File: src/rtl/edge_event_arbiter.sv
// Edge-event controller: synchronise NCH inputs, detect edges, round-robin one event at a time to the consumer.
// Latency: input change sampled at posedge k sets pending at k+2 and offers after k+3; debounce adds DB_CYCLES.
// Backpressure: an offer is held until evt_ready; one slot per channel, further edges merge and set sticky overflow.
// Optional: define DEBOUNCE_EN to require DB_CYCLES stable cycles before a level change is accepted.
module edge_event_arbiter #(
    parameter int NCH       = 4,
    parameter int HOLDOFF   = 200,
    parameter int DB_CYCLES = 16,
    localparam int CW       = (NCH > 2) ? $clog2(NCH) : 1
) (
    input  logic           clk,
    input  logic           rst,
    input  logic [NCH-1:0] sig_in,
    input  logic           enable,
    input  logic           evt_ready,
    input  logic           overflow_clr,
    output logic           evt_valid,
    output logic [CW-1:0]  evt_ch,
    output logic           evt_rise,
    output logic [NCH-1:0] overflow,
    output logic           armed
);

    localparam int HW = (HOLDOFF > 1) ? $clog2(HOLDOFF + 1) : 1;
    localparam logic [HW-1:0] HO_LAST = HW'((HOLDOFF > 0) ? HOLDOFF - 1 : 0);

    typedef enum logic {ST_IDLE, ST_OFFER} state_t;

    state_t         state_q, state_d;
    logic [NCH-1:0] s1_q, s1_d, s2_q, s2_d;
    logic [NCH-1:0] lvl_q, lvl_d, lvl_upd, edge_evt;
    logic [NCH-1:0] pend_q, pend_d, ptype_q, ptype_d;
    logic [NCH-1:0] ovf_q, ovf_d, ovf_set;
    logic [HW-1:0]  hcnt_q, hcnt_d;
    logic           armed_q, armed_d;
    logic [CW-1:0]  last_q, last_d;
    logic           evt_valid_q, evt_valid_d;
    logic [CW-1:0]  evt_ch_q, evt_ch_d;
    logic           evt_rise_q, evt_rise_d;
    logic           grant_vld;
    logic [CW-1:0]  grant_ch;

    always_comb begin
        s1_d = sig_in;
        s2_d = s1_q;
    end

    always_comb begin
        hcnt_d  = hcnt_q;
        armed_d = armed_q;
        if (!armed_q) begin
            hcnt_d = hcnt_q + 1'b1;
            if (HOLDOFF == 0 || hcnt_q == HO_LAST) begin
                armed_d = 1'b1;
            end
        end
    end

`ifdef DEBOUNCE_EN
    localparam int DBW = (DB_CYCLES > 0) ? $clog2(DB_CYCLES + 1) : 1;
    localparam logic [DBW-1:0] DB_LAST = DBW'(DB_CYCLES);

    logic [DBW-1:0] dbc_q [NCH];
    logic [DBW-1:0] dbc_d [NCH];

    // A level change is accepted only once the mismatch has persisted past the window.
    always_comb begin
        for (int i = 0; i < NCH; i++) begin
            dbc_d[i]   = '0;
            lvl_upd[i] = 1'b0;
            if (!armed_q) begin
                lvl_upd[i] = 1'b1;
            end else if (s2_q[i] != lvl_q[i]) begin
                if (dbc_q[i] == DB_LAST) begin
                    lvl_upd[i] = 1'b1;
                end else begin
                    dbc_d[i] = dbc_q[i] + 1'b1;
                end
            end
        end
    end

    always_ff @(posedge clk) begin
        for (int i = 0; i < NCH; i++) begin
            if (rst) begin
                dbc_q[i] <= '0;
            end else begin
                dbc_q[i] <= dbc_d[i];
            end
        end
    end
`else
    always_comb begin
        lvl_upd = '1;
    end
`endif

    always_comb begin
        for (int i = 0; i < NCH; i++) begin
            lvl_d[i]    = lvl_upd[i] ? s2_q[i] : lvl_q[i];
            edge_evt[i] = armed_q & lvl_upd[i] & (s2_q[i] ^ lvl_q[i]);
        end
    end

    // Round-robin search starting one past the last granted channel.
    always_comb begin
        int            sum;
        logic [CW-1:0] idx;
        grant_vld = 1'b0;
        grant_ch  = '0;
        sum       = 0;
        idx       = '0;
        if (state_q == ST_IDLE && enable) begin
            for (int off = 1; off <= NCH; off++) begin
                sum = int'(last_q) + off;
                if (sum >= NCH) begin
                    sum = sum - NCH;
                end
                idx = CW'(sum);
                if (!grant_vld && pend_q[idx]) begin
                    grant_vld = 1'b1;
                    grant_ch  = idx;
                end
            end
        end
    end

    always_comb begin
        pend_d  = pend_q;
        ptype_d = ptype_q;
        ovf_set = '0;
        for (int i = 0; i < NCH; i++) begin
            if (edge_evt[i]) begin
                pend_d[i]  = 1'b1;
                ptype_d[i] = s2_q[i];
                if (pend_q[i] && !(grant_vld && grant_ch == CW'(i))) begin
                    ovf_set[i] = 1'b1;
                end
            end else if (grant_vld && grant_ch == CW'(i)) begin
                pend_d[i] = 1'b0;
            end
        end
        ovf_d = (ovf_q & ~{NCH{overflow_clr}}) | ovf_set;
    end

    always_comb begin
        state_d = state_q;
        case (state_q)
            ST_IDLE:  if (grant_vld) state_d = ST_OFFER;
            ST_OFFER: if (evt_ready) state_d = ST_IDLE;
            default:  state_d = ST_IDLE;
        endcase
    end

    always_comb begin
        evt_valid_d = evt_valid_q;
        evt_ch_d    = evt_ch_q;
        evt_rise_d  = evt_rise_q;
        last_d      = last_q;
        if (grant_vld) begin
            evt_valid_d = 1'b1;
            evt_ch_d    = grant_ch;
            evt_rise_d  = ptype_q[grant_ch];
            last_d      = grant_ch;
        end else if (state_q == ST_OFFER && evt_ready) begin
            evt_valid_d = 1'b0;
        end
    end

    always_ff @(posedge clk) begin
        if (rst) begin
            state_q     <= ST_IDLE;
            s1_q        <= '0;
            s2_q        <= '0;
            lvl_q       <= '0;
            pend_q      <= '0;
            ptype_q     <= '0;
            ovf_q       <= '0;
            hcnt_q      <= '0;
            armed_q     <= 1'b0;
            last_q      <= CW'(NCH - 1);
            evt_valid_q <= 1'b0;
            evt_ch_q    <= '0;
            evt_rise_q  <= 1'b0;
        end else begin
            state_q     <= state_d;
            s1_q        <= s1_d;
            s2_q        <= s2_d;
            lvl_q       <= lvl_d;
            pend_q      <= pend_d;
            ptype_q     <= ptype_d;
            ovf_q       <= ovf_d;
            hcnt_q      <= hcnt_d;
            armed_q     <= armed_d;
            last_q      <= last_d;
            evt_valid_q <= evt_valid_d;
            evt_ch_q    <= evt_ch_d;
            evt_rise_q  <= evt_rise_d;
        end
    end

    assign evt_valid = evt_valid_q;
    assign evt_ch    = evt_ch_q;
    assign evt_rise  = evt_rise_q;
    assign overflow  = ovf_q;
    assign armed     = armed_q;

endmodule
File: config.mk
export PLATFORM = sky130hd
export DESIGN_NAME = edge_event_arbiter
export DESIGN_NICKNAME = d
export VERILOG_FILES = /design/src/rtl/edge_event_arbiter.sv
export SDC_FILE = /design/constraint.sdc
export NUM_CORES = 1
export LEC_CHECK = 0
export ABC_AREA = 1
export CAP_MARGIN = 5
export CORE_MARGIN = 4
export CORE_UTILIZATION = 42
export CTS_CLUSTER_SIZE = 14
export DETAILED_ROUTE_END_ITERATION = 8
export PLACE_DENSITY_LB_ADDON = 0.3
export SYNTH_ARGS = -nofsm -noshare
export SYNTH_HDL_FRONTEND = slang
export SYNTH_SLANG_ARGS = --single-unit
File: constraint.sdc
create_clock -name clk -period 1.9 [get_ports clk]
set_input_delay 0.285 -clock clk [delete_from_list [all_inputs] [get_ports clk]]
set_output_delay 0.285 -clock clk [all_outputs]
set_load 0.01 [all_outputs]
Word-level counts from Yosys, hierarchy flattened
Cells that the tools add are included.
{ "word_totals": {"in_bits": 9, "register_bits": 40, "elab_cells": 133} }
{ "op_classes": {"addsub": 9, "n_lt_le_gt_ge": 9, "reduce_logical": 26, "mux": 54, "eq_ne": 4, "bitwise": 12} }
{ "op_table": {"columns": ["op", "n"], "rows": [
  ["two-way mux 1 bit", 35],
  ["two-way mux 2 bit", 13],
  ["< comparator 2 x 3 -> 1 bit, second input constant", 5],
  ["logical AND 1 bit", 13],
  ["binary-select mux 1 bit (select 2 bit)", 5],
  ["nonzero test 2 bit", 5],
  ["greater-or-equal comparator 3 bit, second input constant", 3],
  ["adder 8 x 1 -> 8 bit, second input constant", 1],
  ["== test 8 bit, second input constant", 1],
  ["subtractor 2 x 1 -> 2 bit, second input constant", 4],
  ["zero test 1 bit", 7],
  ["adder 2 x 2 -> 3 bit, second input constant", 2],
  ["adder 2 x 3 -> 4 bit, second input constant", 1],
  ["AND 1 bit", 4],
  ["AND 4 bit", 1],
  ["== test 2 bit, second input constant", 2],
  ["greater-or-equal comparator 4 x 3 -> 1 bit, second input constant", 1],
  ["NOT 4 bit", 1],
  ["bitwise OR 4 bit", 1],
  ["XOR 1 bit", 4],
  ["adder 2 x 1 -> 3 bit, second input constant", 1],
  ["== test 2 x 1 -> 1 bit, second input constant", 1],
  ["zero test 2 bit", 1],
  ["case mux 1 bit (2 select lines)", 1],
  ["NOT 1 bit", 1]
]} }

Logic depth before layout (Yosys ltp)
{ "logic_depth": {"depth_word": 27, "ltp_mapped": 16, "mapped_depth_nobuf": 15} }

Worst setup path after synthesis
Ideal clock, no wire load.
{ "synth_path": {"kind": "register to register", "startpoint": "register last_q[0]", "endpoint": "register pend_q[1]", "setup_ps": 136, "path_slack_ps": 406, "synth_period_minus_slack_ps": 1494, "arrival_ps": 1358, "path_buffers": 1, "stages_incl_launch_ff": 15, "path_cell_list": "dfxtp_1 -> buf_6 -> inv_8 -> nand2_1 -> nand2_2 -> nand2_4 -> nand2_4 -> nor2_8 -> nand3_4 -> nand2_4 -> nand3_4 -> inv_2 -> nand2_2 -> nand2_1 -> a21oi_2"} }
{ "synth_via": {"elab_chain_len": 23, "word_cells_on_any_way": 50} }
{ "synth_rtl": {"columns": ["item", "line", "rtl"], "rows": [
  ["from (decl)", "36", "logic [CW-1:0] last_q, last_d;"],
  ["from (signal assigned)", "181", "last_q <= CW'(NCH - 1);"],
  ["from (signal assigned)", "195", "last_q <= last_d;"],
  ["adder 2 x 1 -> 3 bit", "115", "sum = int'(last_q) + off;"],
  ["greater-or-equal comparator 3 bit / subtractor 2 x 1 -> 2 bit (equally long branches)", "116, 117", null],
  ["two-way mux 2 bit", "116", "if (sum >= NCH) begin"],
  ["two-way mux 2 bit", "113", "if (state_q == ST_IDLE && enable) begin"],
  ["binary-select mux 1 bit (select 2 bit)", "120", "if (!grant_vld && pend_q[idx]) begin"],
  ["two-way mux 1 bit (not written as such)", "120", null],
  ["two-way mux 1 bit", "120", null],
  ["two-way mux 1 bit", "113", null],
  ["[... 7 more ...]", null, null],
  ["two-way mux 1 bit", "113", null],
  ["zero test 1 bit", "120", null],
  ["logical AND 1 bit", "120", null],
  ["two-way mux 2 bit", "120", null],
  ["two-way mux 2 bit", "113", null],
  ["== test 2 x 1 -> 1 bit", "139", "end else if (grant_vld && grant_ch == CW'(i)) begin"],
  ["logical AND 1 bit *", "139", null],
  ["nonzero test 2 bit (no line) *", null, null],
  ["to (signal assigned)", "190", "pend_q <= pend_d;"],
  ["to (decl)", "32", "logic [NCH-1:0] pend_q, pend_d, ptype_q, ptype_d;"]
]} }
Every way passes the cells marked *; elsewhere a longest branch is shown, timed or not. The select of a mux whose other input is x is not followed.
A chain may end at the register's enable or synchronous reset.

Worst setup path in the final report
{ "layout_path": {"startpoint": "register last_q[0]", "endpoint": "register pend_q[2]"} }
{ "layout_via": {"elab_chain_len": 23, "word_cells_on_any_way": 50} }
{ "layout_rtl": {"columns": ["item", "line"], "rows": [
  ["adder 2 x 1 -> 3 bit", "115"],
  ["greater-or-equal comparator 3 bit / subtractor 2 x 1 -> 2 bit (equally long branches)", "116, 117"],
  ["two-way mux 2 bit", "116"],
  ["two-way mux 2 bit", "113"],
  ["binary-select mux 1 bit (select 2 bit)", "120"],
  ["two-way mux 1 bit (not written as such)", "120"],
  ["two-way mux 1 bit", "120"],
  ["two-way mux 1 bit", "113"],
  ["[... 7 more ...]", null],
  ["two-way mux 1 bit", "113"],
  ["zero test 1 bit", "120"],
  ["logical AND 1 bit", "120"],
  ["two-way mux 2 bit", "120"],
  ["two-way mux 2 bit", "113"],
  ["== test 2 bit", "139"],
  ["logical AND 1 bit *", "139"],
  ["nonzero test 2 bit (no line) *", null]
]} }
Marked as above.

==> run summary <==
Outcome = finished clean
Initial antenna violation count = 0
Syn nets = 261
Num rows = 24
Final ANT Viol Nets = 0
Fin area = 2255 um^2
Pwr dens = 674.3 nW/um^2
IO Port Bufs = 17
HPWL Detailed = 2692 um
Switching Fraction = 22.52%
Routed vias/inst = 4.731
CP endpoint kind = register
Slew Viols, Final = 0
Crit-path most repeated cell = nand2_1
Slew HR = 77.06%
DIE WIDTH = 75.54 um
CTS tree = built
GRT overflow = 0
I/O Pins = 18
Avg Cell Area, Syn = 7.632 um^2
Leading cell types by total area after synthesis = dfxtp_1 42%, nand2_1 8.4%, inv_1 7.6%
Worst-Skew Late Latency = 0.29 ns
Final hold violation count = 0
Gate Count Post-Synth = 251
Gpl congestion = 0.8034
Switching pwr = 0.0003424 W
Most common cell after layout, fill and taps aside = nand2_1
Critical path arrival = 1.87 ns
Power share of the clock group = 38.9%
Worst Tran Pin Value = 0.3437 ns
Int Pwr = 0.001178 W
Setup Skew = 0.006544 ns
Clock Sinks = 40
Combinational Power Share = 4.4%
CTS clk-pin slew, worst paths = 0.08 ns
Seq/Total Area, Yosys = 41.80%
Wire per inst = 10.49 um
WS Path Type = register to register
H-tree Lvls = 2
Vias after detailed routing = 1547
CP max FO = 8
DRC = 0
YS warnings = 0
Die area = 5706 um^2
First-pass GRT wire length = 6134 um
CORE AREA = 4384 um^2
Total Routing Usage GR = 14.00%
Clk buf depth = 2
Synth cell types = 27
CP max stage delay = 0.45 ns
Clock root cell = clkbuf_8
Die Y = 75.54 um
Area grow syn2layout = 17.70%
Initial DRC Count = 45
Register area = 803.3 um^2
CTS buffer count = 5
Setup violations, final = 0
Post-Synthesis Cell Area = 1916 um^2
Sequential Power Share = 56.8%
Max Cap Violations = 0
CTS Hold Bufs = 0
Setup TNS = 0 ns
Post-synth top area cell = dfxtp_1
Worst Path Required = 2.13 ns
Crit path cell chain = nand2_1 > nand3_1 > nand2_4 > nor2_8 > nand3b_1 > nand2_1 > inv_2 > nand2_4 > inv_4 > nand2_2 > nand2_1 > a21oi_2
Starting density of the core = 43.69%
Most frequent cells in the layout = 43 x nand2_1, 39 x inv_1, 38 x dfxtp_1, 24 x nor2_1, 17 x clkdlybuf4s50_1
Vias in the first global route = 1427
Final min period = 1.636 ns
Dpl cell area = 2155 um^2
LEAKAGE = 0.9694 nW
#FFs+latches synth = 40
Hold Crit Class = register to register
Post-CTS setup buffers = 0
Layout cells sized above 1 = 21.09%
Yosys top cell area share = 41.80%
Startpoint type of the worst setup path = register
RSZ-0062 raised after global routing = no
VDD IR max = 0.4987 mV
Area of the multi-input gates = 902.1 um^2
Layout fillers = 426
Slowest cell on the critical path = dfxtp_2
DRT Pass-1 Iters = 4
Max Freq = 0.6113 GHz
Net count, final = 284
WL final = 3431 um
Largest net degree at the start of global routing = 16
Antenna diodes = 0
Final period util = 86.10%
-- logic make-up after synthesis --
| logic type | after synthesis | synth area share, % |
|---|---|---|
| adders and majority gates | 1 | 0.6531 |
| and+or+nand+nor | 124 | 35.92 |
| buffers and inverters | 52 | 11.10 |
| AOI/OAI and AO/OA | 34 | 10.52 |
| DFF | 40 | 41.80 |
-- power groups by stage --
stage	clock network, W	registers, W	logic [W]
finish	0.000591	0.000863	0.0000663
global route	0.000648	0.000865	0.0000747
CTS	0.000607	0.000863	0.0000674
detailed placement	0	0.000883	0.0000672
global placement	0	0.000882	0.0000663
floorplan	0	0.000881	0.0000385
-- stage by stage --
step / setup WS, ns / utilization (%) / instances / hold slack [ns] / power (W)
after floorplan: 0.4063 / - / 251 / 0.3883 / 0.0009190
after global placement: 0.1687 / 49.14 / 319 / 0.3891 / 0.0009485
after detailed placement: 0.1215 / 49.14 / 319 / 0.3964 / 0.0009502
after CTS: 0.1037 / 51.37 / 327 / 0.4077 / 0.001538
after global routing: 0.01697 / 51.43 / 327 / 0.4272 / 0.001588
final: 0.2641 / 51.43 / 327 / 0.4054 / 0.001520
-- area by class of cell --
cell class | count | share of cell area [%]
well taps | 52 | 2.886
repair buffers | 21 | 8.879
clock buffers | 6 | 3.663
inverters | 47 | 8.269
multi-input cells | 159 | 40.01
clock inverters | 2 | 0.6659
flip-flops and latches | 40 | 35.63
-- flip-flops by register name, summed over array words and instances, names as in the netlist --
signal and flops:
evt_ch 2, s1_q 4, last_q 2, armed 1
evt_rise 1, ptype_q 4, lvl_d 4, state_q 1
lvl_q 4, pend_q 4, overflow 4, evt_valid 1
hcnt_q 8
-- routing by layer --
metal  global-route usage (%)  wire length, um  part of all wire [%]
met1                    17.67             1707                    50
met2                    23.01             1531                    45
met3                    3.562              136                   4.0
met4                    5.243               55                   1.6
met5                        0                0                     0
-- synth_stat cells, drive strengths merged --
library cell / n
dfxtp: 40
nand3b: 1
nand3: 18
nand2: 64
ha: 1
nand4: 5
nor4: 2
clkbuf: 4
buf: 1
nor3b: 1
a21oi: 23
o21ai: 9
o211ai: 2
nor3: 7
nor2: 26
clkinv: 1
inv: 46
-- path summary, 6_finish.rpt --
| path | start | slack (ns) | cells after the start | end |
|---|---|---|---|---|
| max | last_q[0]$_SDFFE_PP1P_ | 0.26 | 12 | pend_q[2]$_SDFFE_PP0P_ |
| min | s1_q[0]$_SDFF_PP0_ | 0.41 | 2 | lvl_d[0]$_SDFF_PP0_ |
| max reg2reg | last_q[0]$_SDFFE_PP1P_ | 0.26 | 12 | pend_q[2]$_SDFFE_PP0P_ |
| min reg2reg | s1_q[0]$_SDFF_PP0_ | 0.41 | 2 | lvl_d[0]$_SDFF_PP0_ |
-- critical path: cells and delay by family (launching register included) --
family | cells | cell delay [ns]
buf+inv | 2 | 0.09
compound gates | 1 | 0.12
simple gates | 9 | 0.90
flops | 1 | 0.45
-- what timing repair did --
action / 4_1_cts / 5_1_grt
hold endpoints to repair: 0 / 0
gates resized for setup: 0 / 2
endpoints found under the setup margin: 0 / 8
No activity file was read; power rests on OpenSTA's default activity.
